===== src/rtl/demux4_stream.sv =====
// Registered 1-to-4 stream demultiplexer with per-channel one-entry holding registers.
// Words go to one channel chosen by in_dest, or to all four at once in broadcast mode.
module demux4_stream #(
  parameter int unsigned WIDTH = 8
) (
  input  logic             clk,
  input  logic             reset_n,
  input  logic [WIDTH-1:0] in_data,
  input  logic [1:0]       in_dest,
  input  logic             in_bcast,
  input  logic             in_valid,
  output logic             in_ready,
  output logic [WIDTH-1:0] out_data0,
  output logic [WIDTH-1:0] out_data1,
  output logic [WIDTH-1:0] out_data2,
  output logic [WIDTH-1:0] out_data3,
  output logic [3:0]       out_valid,
  input  logic [3:0]       out_ready
);

  localparam int unsigned NCH = 4;
  localparam logic EMPTY = 1'b0;
  localparam logic FULL  = 1'b1;

  logic [NCH-1:0]   state;
  logic [NCH-1:0]   state_nxt;
  logic [WIDTH-1:0] data     [NCH];
  logic [WIDTH-1:0] data_nxt [NCH];
  logic [NCH-1:0]   sel;
  logic [NCH-1:0]   can_accept;
  logic             accept;

  // A channel can take a word if it is empty or being drained this cycle.
  always_comb begin
    sel        = '0;
    can_accept = '0;
    for (int k = 0; k < int'(NCH); k++) begin
      sel[k]        = in_bcast | (in_dest == 2'(k));
      can_accept[k] = (state[k] == EMPTY) | out_ready[k];
    end
  end

  // Broadcast needs every channel free so it is delivered all-or-nothing.
  assign in_ready = in_bcast ? (&can_accept) : can_accept[in_dest];
  assign accept   = in_valid & in_ready;

  always_comb begin
    state_nxt = state;
    data_nxt  = data;
    for (int k = 0; k < int'(NCH); k++) begin
      if (accept && sel[k]) begin
        state_nxt[k] = FULL;
        data_nxt[k]  = in_data;
      end else if ((state[k] == FULL) && out_ready[k]) begin
        state_nxt[k] = EMPTY;
      end
    end
  end

  always_ff @(posedge clk or negedge reset_n) begin
    if (!reset_n) begin
      state <= {NCH{EMPTY}};
      for (int k = 0; k < int'(NCH); k++) data[k] <= '0;
    end else begin
      state <= state_nxt;
      for (int k = 0; k < int'(NCH); k++) data[k] <= data_nxt[k];
    end
  end

  always_comb begin
    for (int k = 0; k < int'(NCH); k++) out_valid[k] = (state[k] == FULL);
  end

  assign out_data0 = data[0];
  assign out_data1 = data[1];
  assign out_data2 = data[2];
  assign out_data3 = data[3];

endmodule


===== config.mk =====
export PLATFORM = sky130hd
export DESIGN_NAME = demux4_stream
export DESIGN_NICKNAME = d
export VERILOG_FILES = /design/src/rtl/demux4_stream.sv
export SDC_FILE = /design/constraint.sdc
export NUM_CORES = 1
export LEC_CHECK = 0
export ABC_AREA = 1
export CORE_ASPECT_RATIO = 1.1
export CORE_MARGIN = 3
export CORE_UTILIZATION = 60
export CTS_BUF_LIST = sky130_fd_sc_hd__clkbuf_8 sky130_fd_sc_hd__clkbuf_16
export DETAILED_ROUTE_END_ITERATION = 6
export DONT_BUFFER_PORTS = 1
export HOLD_SLACK_MARGIN = 0.08
export PLACE_DENSITY = 0.75
export SYNTH_ARGS = -nofsm -noshare
export SYNTH_HDL_FRONTEND = slang
export SYNTH_SLANG_ARGS = --single-unit

===== constraint.sdc =====
create_clock -name clk -period 2.5 [get_ports clk]
set_input_delay 0.75 -clock clk [delete_from_list [all_inputs] [get_ports clk]]
set_output_delay 0.75 -clock clk [all_outputs]
set_load 0.02 [all_outputs]

==> results, run 1 <==
- The critical setup path kind is flop to output port.
- Summing all multi-input logic gate instances after layout gives 697 µm².
- After floorplanning, the core was sized to cover 2590 µm².
- STA puts the critical path data arrival time at 1.40 ns.
- Summing all placed instances gives a cell area of 1680 µm².
- The violation count after the first detailed-routing iteration is 56.
- During I/O placement, the number of pins put on the boundary was 55.
- The wire length of the first global-routing pass is 6.53 mm.
- The worst slew slack as a fraction of its limit is 68.6%.
- In the layout the commonest cells are sky130_fd_sc_hd__nand2_1 (74), sky130_fd_sc_hd__dfrtp_1 (36), sky130_fd_sc_hd__nand4_1 (33).
- The clock network fraction of design power is 27.7%.
- Compared with the post-synthesis result, the final layout area differs by 6.31%.
- The synthesized area divided by synthesized cell count is 9.37 µm².
- The register-to-register setup slack is 0.76 ns.
- The count of hold buffers inserted by post-cts repair is 0.
- The distinct cell type count of the synthesized netlist is 18.
- The number of gates resized after cts is 0.
- The post-layout net count is 198.
- Net switching is 39.1% of the power.
- The worst setup slack before clock tree synthesis is 0.396 ns.
- The netlist area before placement is 1690 µm².
- The number of failing setup endpoints in the final timing report is 0.
- The CTS tree is done.
- The sum of negative setup slack is 0 ns.
- The part of the total power dissipated in combinational logic is 15.9%.
- The min-delay analysis places its worst path in the category input pin to async pin.
- Summed over all cells, the static leakage comes to 0.000915 µW.
- For this run, the register share of the synthesized area comes to 53.4%.
- The footprint of the flip-flops and latches is 901 µm².
- The commonest non-fill, non-tap cell in the layout is sky130_fd_sc_hd__nand2_1.
- The internal cell power is 1140 µW.
- In this run the power density over the cells is 1050 nW/µm².
- The clock passes through at most 2 buffers.
- The initial core utilization is 65.1%.
- The yosys synthesis warning count is 0.
- STA classifies the critical path startpoint as a flop.
- The total of fill cells in the finished design is 206.
- The vertical die dimension is 61.6 µm.
- The number of global-route vias before repair is 1384.
- The horizontal extent of the die is 56.6 µm.
- The net count of the mapped netlist is 198.
- The number of antenna violations at the first check in global routing is 0.
- Counting cells, the worst reg-to-reg path comes to 8.
- The number of buffers added for setup after CTS is 0.
- Before antenna repair, the detailed router went through 4 iterations.
- The pin count of the biggest net entering global routing is 37.
- The worst-case vdd ir drop is 857 µV.
- For this run, design rule violations remaining after detail routing come to 0.
- Setup repair after global routing left no endpoint under its margin.
- The required arrival time at the worst endpoint is 1.75 ns.
- After floorplanning, the core was divided into 19 placement rows.
- The switching power is 735 µW.
- The cell at the root of the clock tree is sky130_fd_sc_hd__clkbuf_8.
- The routed wirelength normalized by instance count is 19.0 µm.
- The clock arrives with 0.00452 ns of skew.
- Counting flops and latches in the post-synthesis netlist gives 36.
- The maximum fanout encountered on the critical timing path is 3.
- The power share of the sequential group is 56.5%.
- The overall fraction of global-route tracks in use is 25.5%.
- The final-report max-slew violation count came to 0.
- The total number of vias is 1313.
- The instance count of the mapped netlist is 180.
- The total count of hold-check failures in the final report is 0.
- The final design area excluding fillers is 1790 µm².
- The number of instances in the placed design is 204.
- The worst path uses 85.9% of the clock period.
- At the pin with the least slew margin, the transition time is 0.470 ns.
- The startpoint identified for the worst register-to-register timing path is out_valid[3].
- The maximum operating frequency is 0.466 GHz.
- Clock latency on the worst-skew pair, taken at its later pin, is 0.29 ns.
- The number of antenna diodes in the final layout is 0.
- The clock period could shrink to 2.15 ns.
- The worst flop-to-flop path endpoint is out_data3[3].
- The number of sinks on the clock net is 36.
- The total power after layout is 1880 µW.
- Counting the buffers created by CTS gives 5.
- Of the cells placed in the final design, the portion with a size suffix greater than 1 is 13.8%.
- The run finished with clean final reports.
- The number of levels the H-tree was split into is 2.
- Input and output buffers added on the ports amount to 0.
- The remaining global-route overflow is 0.
- The floorplan step defined a die boundary enclosing 3480 µm².
- Routability-driven placement finished with a final weighted congestion of 0.895.
- The post-route antenna net violation count is 0.
- The number of non-filler instances in the completed layout is 212.
- The category of the worst setup path capture point is an output port.
- The clock-pin transition on the worst setup and hold timing paths is 0.07 ns.
- Detailed placement ended at an HPWL of 2.78 mm.
- The least setup slack across all paths after layout is 0.352 ns.
- The total detailed-routing wirelength is 4.02 mm.
- The mean number of vias per cell is 6.19.
- The count of max-cap constraint violations is 0.
stage by stage:
step	hold WS, ns	util (%)
2_1_floorplan	0.454	-
3_3_place_gp	0.455	64.8
3_5_place_dp	0.455	64.8
4_1_cts	0.133	69.2
5_1_grt	0.124	69.2
6_report	0.145	69.2
how the worst max path moves through the flow:
stage / end / startpoint / cells past startpoint
finish: in_ready / out_valid[3] / 5
global route: in_ready / out_valid[3] / 5
CTS: in_ready / out_valid[3] / 5
detailed placement: in_ready / out_ready[3] / 6
global placement: in_ready / out_ready[3] / 6
floorplan: in_ready / in_dest[0] / 6
cell families (layout without fill, tap and decap cells):
| family | Yosys count | in the layout | synth area share (%) |
|---|---|---|---|
| flops | 36 | 36 | 53.4 |
| buf+inv | 17 | 18 | 5.27 |
| compound gates | 4 | 4 | 2.08 |
| simple gates | 123 | 123 | 39.2 |
metal layers:
metal	GRT usage, %	share of wire, %
met1	26.2	38
met2	45.0	51
met3	12.4	10
met4	11.2	1.0
met5	0	0
final cells by class:
class	count	area share, %
well taps	31	2.16
clock inverters	3	2.58
inverters	9	1.88
repair buffers	1	0.419
multi-input cells	127	38.9
flip-flops and latches	36	50.2
clock buffers	5	3.84
synthesized netlist by cell type:
cell,count,area share [%]
sky130_fd_sc_hd__buf_2,2,0.59
sky130_fd_sc_hd__buf_6,3,2.0
sky130_fd_sc_hd__clkbuf_1,3,0.67
sky130_fd_sc_hd__dfrtp_1,36,53
sky130_fd_sc_hd__inv_1,6,1.3
sky130_fd_sc_hd__inv_2,3,0.67
sky130_fd_sc_hd__nand2_1,74,16
sky130_fd_sc_hd__nand2_2,3,1.1
sky130_fd_sc_hd__nand2_4,2,1.3
sky130_fd_sc_hd__nand3_1,1,0.30
sky130_fd_sc_hd__nand4_1,33,12
sky130_fd_sc_hd__nand4_4,4,5.0
sky130_fd_sc_hd__nor2_1,4,0.89
sky130_fd_sc_hd__nor2_4,1,0.67
sky130_fd_sc_hd__nor2_8,1,1.2
sky130_fd_sc_hd__o21ai_1,2,0.59
sky130_fd_sc_hd__o21ai_2,1,0.52
sky130_fd_sc_hd__o21ai_4,1,0.96
critical path, stage by stage, from the launching register on:
cell and delay (ns):
sky130_fd_sc_hd__dfrtp_1 0.48, sky130_fd_sc_hd__nand2_1 0.13, sky130_fd_sc_hd__nand2_1 0.06, sky130_fd_sc_hd__nand2_1 0.08
sky130_fd_sc_hd__nand3_1 0.18, sky130_fd_sc_hd__nor2_8 0.19
sequential cells by signal, indices dropped and copies added (netlist names):
name / count
out_valid: 4
out_data3: 8
out_data0: 8
out_data1: 8
out_data2: 8
power groups by stage:
stage               sequential, µW  clock (µW)  combinational, µW
finish                        1060         520                298
global route                  1080         561                341
CTS                           1060         533                300
global placement              1070           0                280
detailed placement            1070           0                299
floorplan                     1040           0                275
Power figures use the tool's default switching activity.
==> run 2: changes to the inputs <==
--- a/config.mk
+++ b/config.mk
@@ -8,12 +8,12 @@
 export ABC_AREA = 1
 export CORE_ASPECT_RATIO = 1.1
 export CORE_MARGIN = 3
-export CORE_UTILIZATION = 60
+export CORE_UTILIZATION = 45
 export CTS_BUF_LIST = sky130_fd_sc_hd__clkbuf_8 sky130_fd_sc_hd__clkbuf_16
 export DETAILED_ROUTE_END_ITERATION = 6
 export DONT_BUFFER_PORTS = 1
 export HOLD_SLACK_MARGIN = 0.08
-export PLACE_DENSITY = 0.75
+export PLACE_DENSITY = 0.59
 export SYNTH_ARGS = -nofsm -noshare
 export SYNTH_HDL_FRONTEND = slang
 export SYNTH_SLANG_ARGS = --single-unit
==> results, run 2 (synthesis gave the netlist of run 1 again) <==
- Outcome: complete, no violations (unchanged).
- The top-level I/O count is 55 (unchanged).
- The routed wirelength normalized by instance count was 17.0 µm (was 19.0 µm).
- The number of levels the H-tree was split into is 2 (unchanged).
- The minimum period implied by the final worst setup slack is 2.12 ns (was 2.15 ns).
- The total detailed-routing wirelength is 3.90 mm (was 4.02 mm).
- The number of buffers added on ports is 0 (unchanged).
- The number of failing setup endpoints in the final timing report was 0 (unchanged).
- The required arrival time at the worst endpoint is 1.75 ns (about the same).
- The count of hold buffers inserted by post-cts repair is 0 (unchanged).
- The placer congestion estimate is 0.806 (was 0.895).
- The final core utilization is 51.8% (was 69.2%).
- The mean number of vias per cell came to 5.40 (was 6.19).
- The core footprint is 3470 µm² (was 2590 µm²).
- The violation count after the first detailed-routing iteration is 87 (was 56).
- The class of the most critical hold timing path is input pin to async pin (unchanged).
- The total of fill cells in the finished design is 341 (was 206).
- The amount of wire on met2 after detailed routing is 1.86 mm (was 2.04 mm).
- The maximum fanout encountered on the critical timing path is 3 (unchanged).
- The slowest stage cell on the critical path is sky130_fd_sc_hd__dfrtp_1 (unchanged).
- The number of gates resized after cts is 0 (unchanged).
- The number of global-route vias before repair is 1331 (was 1384).
- The arrival time of the worst setup path came to 1.37 ns (was 1.40 ns).
- The number of buffers added for setup after CTS came to 0 (unchanged).
- The number of sinks on the clock net is 36 (unchanged).
- The highest metal layer with signal wires is met4 (unchanged).
- The wire length of the first global-routing pass is 6.61 mm (was 6.53 mm).
- The final-report max-slew violation count is 0 (unchanged).
- The remaining global-route overflow came to 0 (unchanged).
- The total count of hold-check failures in the final report was 0 (unchanged).
- The critical setup path kind is flop to output port (unchanged).
- The CTS tree is done (unchanged).
- The static power due to leakage was 0.000919 µW (was 0.000915 µW).
- Cells along the critical path: nand2_1, nand2_1, nand2_1, nand3_1, nor2_8 (unchanged).
- The final antenna diode count was 0 (unchanged).
- The slew at the pin closest to its max-slew limit is 0.400 ns (was 0.470 ns).
- The overall fraction of global-route tracks in use is 19.2% (was 25.5%).
- The clock-pin transition on the worst setup and hold timing paths is 0.07 ns (about the same).
- The horizontal extent of the die is 64.4 µm (was 56.6 µm).
- The length of routed met3 wiring is 398 µm (was 414 µm).
- The worst-case clock buffer depth was 2 (unchanged).
- The count of buffer and inverter cells on the critical path was 0 (unchanged).
- The fraction of layout cells with a size suffix above 1 is 13.2% (was 13.8%).
- The power per unit of standard cell area is 976 nW/µm² (was 1050 nW/µm²).
- The number of antenna violations at the first check in global routing is 0 (unchanged).
- The post-route antenna net violation count is 0 (unchanged).
- The sum of negative setup slack is 0 ns (unchanged).
- The worst slew slack as a fraction of its limit is 73.3% (was 68.6%).
- The cell type with the highest occurrence count on the critical path is sky130_fd_sc_hd__nand2_1 (unchanged).
- The cell at the root of the clock tree was sky130_fd_sc_hd__clkbuf_8 (unchanged).
- The source-to-sink clock delay at the later pin of the worst-skew pair is 0.28 ns (was 0.29 ns).
- The worst clock skew is 0.00462 ns (was 0.00452 ns).
- The detailed-placement wirelength estimate is 2.83 mm (was 2.78 mm).
- The gate family responsible for the most delay along the worst path is simple AND/OR/NAND/NOR gates (unchanged).
- The largest stage delay on the critical path is 0.47 ns (was 0.48 ns).
- The startpoint type of the worst setup path was a flop (unchanged).
- RSZ-0062 raised after global routing: no (unchanged).
- The total number of vias is 1241 (was 1313).
- Leading cell types in the layout, fill and taps excluded: sky130_fd_sc_hd__nand2_1 (74), sky130_fd_sc_hd__dfrtp_1 (36), sky130_fd_sc_hd__nand4_1 (33) (unchanged).
- The share of the clock period used by the worst path is 84.7% (was 85.9%).
- The worst-case vdd ir drop was 427 µV (was 857 µV).
- The area added between synthesis and finish is 6.53% (was 6.31%).
- The count of max-cap constraint violations is 0 (unchanged).
- The initial core utilization came to 48.6% (was 65.1%).
- The number of placement rows is 22 (was 19).
- The number of buffers created by CTS is 5 (unchanged).
- The register-to-register setup slack is 0.78 ns (was 0.76 ns).
- The pin count of the biggest net entering global routing is 37 (unchanged).
- The vertical die dimension is 70.2 µm (was 61.6 µm).
- The detailed-router iteration count before antenna repair was 4 (unchanged).
- The post-detailed-route DRC marker count is 0 (unchanged).
- The commonest non-fill, non-tap cell in the layout is sky130_fd_sc_hd__nand2_1 (unchanged).
- The met1 wire length is 1.59 mm (was 1.53 mm).
- The total die area is 4520 µm² (was 3480 µm²).
- The category of the worst setup path capture point is an output port (unchanged).
- The maximum operating frequency is 0.472 GHz (was 0.466 GHz).
- The post-layout net count is 199 (was 198).
==> run 2: cell count changes in the layout (fill, tap and decap cells not counted) <==
cell,delta
sky130_fd_sc_hd__clkinvlp_4,-1
sky130_fd_sc_hd__bufinv_16,-1
sky130_fd_sc_hd__inv_6,-1
sky130_fd_sc_hd__buf_4,+1
sky130_fd_sc_hd__clkbuf_8,+1
sky130_fd_sc_hd__inv_1,+2
==> run 2: cell type report <==
class / instances / area [µm²] / share of cell area [%]
sequential: 36 / 901 / 50.1
multi-input combinational: 127 / 697 / 38.8
clock buffer: 6 / 82.6 / 4.60
tap: 48 / 60.1 / 3.34
inverter: 9 / 33.8 / 1.88
timing repair buffer: 2 / 15.0 / 0.836
clock inverter: 2 / 7.51 / 0.418
==> run 2: metrics by stage <==
stage	hold WS [ns]	cell area (µm²)	setup slack (ns)	total power [µW]	instances
floorplan	0.454	1690	0.182	1310	180
global placement	0.455	1710	0.418	1360	222
detailed placement	0.455	1710	0.400	1370	222
CTS	0.142	1800	0.346	1790	230
global route	0.132	1800	0.278	1870	230
finish	0.155	1800	0.383	1750	230
==> run 2: path summary, 6_finish.rpt <==
check                             start  cells after the start            to
setup reg to reg           out_valid[3]                      8  out_data3[4]
setup / recovery           out_valid[3]                      5      in_ready
max in group asynchronous       reset_n                      0  out_data2[2]
min in group clk           out_ready[1]                      1  out_valid[1]
hold / removal                  reset_n                      0  out_data1[3]
hold reg to reg            out_data0[5]                      2  out_data0[5]
==> run 2: where the power goes <==
part	internal (µW)	leakage (µW)	switching [µW]
sequential	742	0.000447	316
combinational	104	0.000418	186
clock	216	0.0000538	190
==> run 2: per-layer routing <==
metal  GRT usage, %  vias up
met2           29.1       48
met3           8.68        6
met4           8.45        0
li1               -      609
met1           23.2      578
met5              0        -
==> run 3: changes to the inputs <==
==> constraint.sdc (replaced) <==
create_clock -name clk -period 2 [get_ports clk]
set_input_delay 0.6 -clock clk [delete_from_list [all_inputs] [get_ports clk]]
set_output_delay 0.6 -clock clk [all_outputs]
set_load 0.02 [all_outputs]
==> results, run 3 (synthesis gave the netlist of run 1 again) <==
- Outcome: complete, no violations (unchanged).
- The number of buffers added on ports is 0 (unchanged).
- The clock network fraction of design power is 22.8% (was 23.1%).
- The number of placement rows is 22 (unchanged).
- The total die area came to 4520 µm² (unchanged).
- The minimum period implied by the final worst setup slack is 1.91 ns.
- The slowest stage cell on the critical path is sky130_fd_sc_hd__dfrtp_2 (was sky130_fd_sc_hd__dfrtp_1).
- The vertical die dimension is 70.2 µm (unchanged).
- The core footprint was 3470 µm² (unchanged).
- The count of max-cap constraint violations came to 0 (unchanged).
- The number of antenna violations at the first check in global routing came to 0 (unchanged).
- The part of the total power dissipated in combinational logic was 17.2% (was 16.5%).
- The fraction of layout cells with a size suffix above 1 came to 14.8% (was 13.2%).
- The clock-pin transition on the worst setup and hold timing paths was 0.07 ns (about the same).
- The violation count after the first detailed-routing iteration came to 100 (was 87).
- The footprint of the flip-flops and latches came to 903 µm² (was 901 µm²).
- The worst-case vdd ir drop came to 521 µV (was 427 µV).
- The worst slew slack as a fraction of its limit is 72.3% (was 73.3%).
- The cell at the root of the clock tree is sky130_fd_sc_hd__clkbuf_8 (unchanged).
- Of the available clock period, the critical path in the final layout requires 95.3%.
- The maximum fanout encountered on the critical timing path is 3 (unchanged).
- The critical setup path kind is flop to output port (unchanged).
- The pin count of the biggest net entering global routing is 37 (unchanged).
- The static power due to leakage is 0.000927 µW (was 0.000919 µW).
- The total of fill cells in the finished design is 343 (was 341).
- The final antenna diode count is 0 (unchanged).
- The CTS tree is done (unchanged).
- The category of the worst setup path capture point is an output port (unchanged).
- The post-layout net count came to 199 (unchanged).
- The slew at the pin closest to its max-slew limit is 0.416 ns (was 0.400 ns).
- The detailed-placement wirelength estimate was 2.89 mm (was 2.83 mm).
- The initial core utilization is 48.6% (unchanged).
- The post-detailed-route DRC marker count is 0 (unchanged).
- The number of buffers created by CTS is 5 (unchanged).
- The area added between synthesis and finish came to 7.71% (was 6.53%).
- The overall fraction of global-route tracks in use is 19.8% (was 19.2%).
- The least setup slack across all paths after layout is 0.0947 ns (was 0.383 ns).
- The largest stage delay on the critical path came to 0.46 ns (was 0.47 ns).
- The commonest non-fill, non-tap cell in the layout is sky130_fd_sc_hd__nand2_1 (unchanged).
- The post-route antenna net violation count is 0 (unchanged).
- The switching share of total power is 39.8% (was 39.5%).
- The switching power is 880 µW (was 692 µW).
- The internal cell power is 1330 µW (was 1060 µW).
- The worst-case clock buffer depth is 2 (unchanged).
- The detailed-router iteration count before antenna repair is 4 (unchanged).
- The cell type with the highest occurrence count on the critical path is sky130_fd_sc_hd__nand2_1 (unchanged).
- The total count of hold-check failures in the final report is 0 (unchanged).
- The power per unit of standard cell area is 1220 nW/µm² (was 976 nW/µm²).
- The area of combinational cells with multiple inputs came to 702 µm² (was 697 µm²).
- The startpoint type of the worst setup path was a flop (unchanged).
- The source-to-sink clock delay at the later pin of the worst-skew pair is 0.28 ns (about the same).
- The number of sinks on the clock net was 36 (unchanged).
- The total detailed-routing wirelength came to 4.11 mm (was 3.90 mm).
- The remaining global-route overflow is 0 (unchanged).
- The class of the most critical hold timing path is input pin to async pin (unchanged).
- The maximum operating frequency is 0.525 GHz.
- The required arrival time at the worst endpoint is 1.40 ns (was 1.75 ns).
- The mean number of vias per cell is 5.54 (was 5.40).
- The count of buffer and inverter cells on the critical path is 0 (unchanged).
- The routed wirelength normalized by instance count came to 17.9 µm (was 17.0 µm).
- The sum of negative setup slack is 0 ns (unchanged).
- The placer congestion estimate came to 0.853 (was 0.806).
- The gate family responsible for the most delay along the worst path is simple AND/OR/NAND/NOR gates (unchanged).
- The worst setup slack before clock tree synthesis came to 0.153 ns (was 0.400 ns).
- The total number of vias is 1275 (was 1241).
- The arrival time of the worst setup path came to 1.31 ns (was 1.37 ns).
- The top-level I/O count came to 55 (unchanged).
- The horizontal extent of the die is 64.4 µm (unchanged).
- The final-report max-slew violation count is 0 (unchanged).
- The number of levels the H-tree was split into is 2 (unchanged).
- The wire length of the first global-routing pass is 6.87 mm (was 6.61 mm).
- The number of global-route vias before repair is 1325 (was 1331).
- The power share of the sequential group is 60.0% (was 60.3%).
- The number of buffers added for setup after CTS is 0 (unchanged).
- Leading cell types in the layout, fill and taps excluded: sky130_fd_sc_hd__nand2_1 (74), sky130_fd_sc_hd__dfrtp_1 (34), sky130_fd_sc_hd__nand4_1 (33) (was sky130_fd_sc_hd__nand2_1 (74), sky130_fd_sc_hd__dfrtp_1 (36), sky130_fd_sc_hd__nand4_1 (33)).
- Cells along the critical path: nand2_1, nand2_1, nand2_1, nand3_2, nor2_8 (was nand2_1, nand2_1, nand2_1, nand3_1, nor2_8).
- The worst clock skew is 0.00537 ns (was 0.00462 ns).
- The number of failing setup endpoints in the final timing report was 0 (unchanged).
run 3: cell count changes in the layout (fill, tap and decap cells not counted):
cell	before	now
sky130_fd_sc_hd__buf_4	2	1
sky130_fd_sc_hd__buf_12	0	1
sky130_fd_sc_hd__dfrtp_2	0	2
sky130_fd_sc_hd__nand3_1	1	0
sky130_fd_sc_hd__dfrtp_1	36	34
sky130_fd_sc_hd__nand3_2	0	1
run 3: per-stage QoR:
step | util, % | std cells | total power, µW | hold slack, ns | cell area (µm²)
2_1_floorplan | - | 180 | 1640 | 0.304 | 1690
4_1_cts | 52.2 | 230 | 2250 | 0.148 | 1810
3_5_place_dp | 49.0 | 221 | 1710 | 0.305 | 1700
3_3_place_gp | 49.0 | 221 | 1690 | 0.305 | 1700
5_1_grt | 52.4 | 230 | 2370 | 0.147 | 1820
6_report | 52.4 | 230 | 2210 | 0.152 | 1820
run 3: metal layers:
layer / global-route usage [%] / routed length (µm) / vias to the layer above
met5: 0 / 0 / -
met4: 5.63 / 13 / 0
met3: 8.52 / 516 / 2
met1: 26.3 / 1620 / 602
li1: - / - / 607
met2: 29.4 / 1960 / 64
run 3: layout make-up:
type / instances / share of cell area, %
tap: 48 / 3.31
timing repair buffer: 2 / 1.52
multi-input combinational: 127 / 38.6
inverter: 9 / 1.86
sequential: 36 / 49.7
clock buffer: 6 / 4.55
clock inverter: 2 / 0.413
run 3: repair_timing:
item,4_1_cts,5_1_grt
hold buffers,1,0
hold endpoints to repair,36,0
endpoints found under the setup margin,0,1
resized for setup,0,3
run 3: final timing paths:
path / start / end / slack [ns] / cells after the start
max in group asynchronous: reset_n / out_valid[2] / 1.66 / 1
min reg2reg: out_data0[4] / out_data0[4] / 0.62 / 2
max reg2reg: out_valid[3] / out_data2[0] / 0.32 / 8
max: out_valid[3] / in_ready / 0.09 / 5
min: reset_n / out_data1[3] / 0.15 / 1
min in group clk: out_ready[1] / out_valid[1] / 0.40 / 1
run 3: worst reg2reg max path: cells and delay by family (launching register included):
kind	cells	cell delay, ns
DFF	1	0.46
and+or+nand+nor	7	0.85
buffers and inverters	1	0.32
run 3: power groups by stage:
stage	combinational (µW)	clock (µW)	sequential, µW
after floorplan	344	0	1290
after global placement	354	0	1340
after detailed placement	368	0	1340
after CTS	386	527	1330
after global routing	450	566	1350
final	381	503	1330
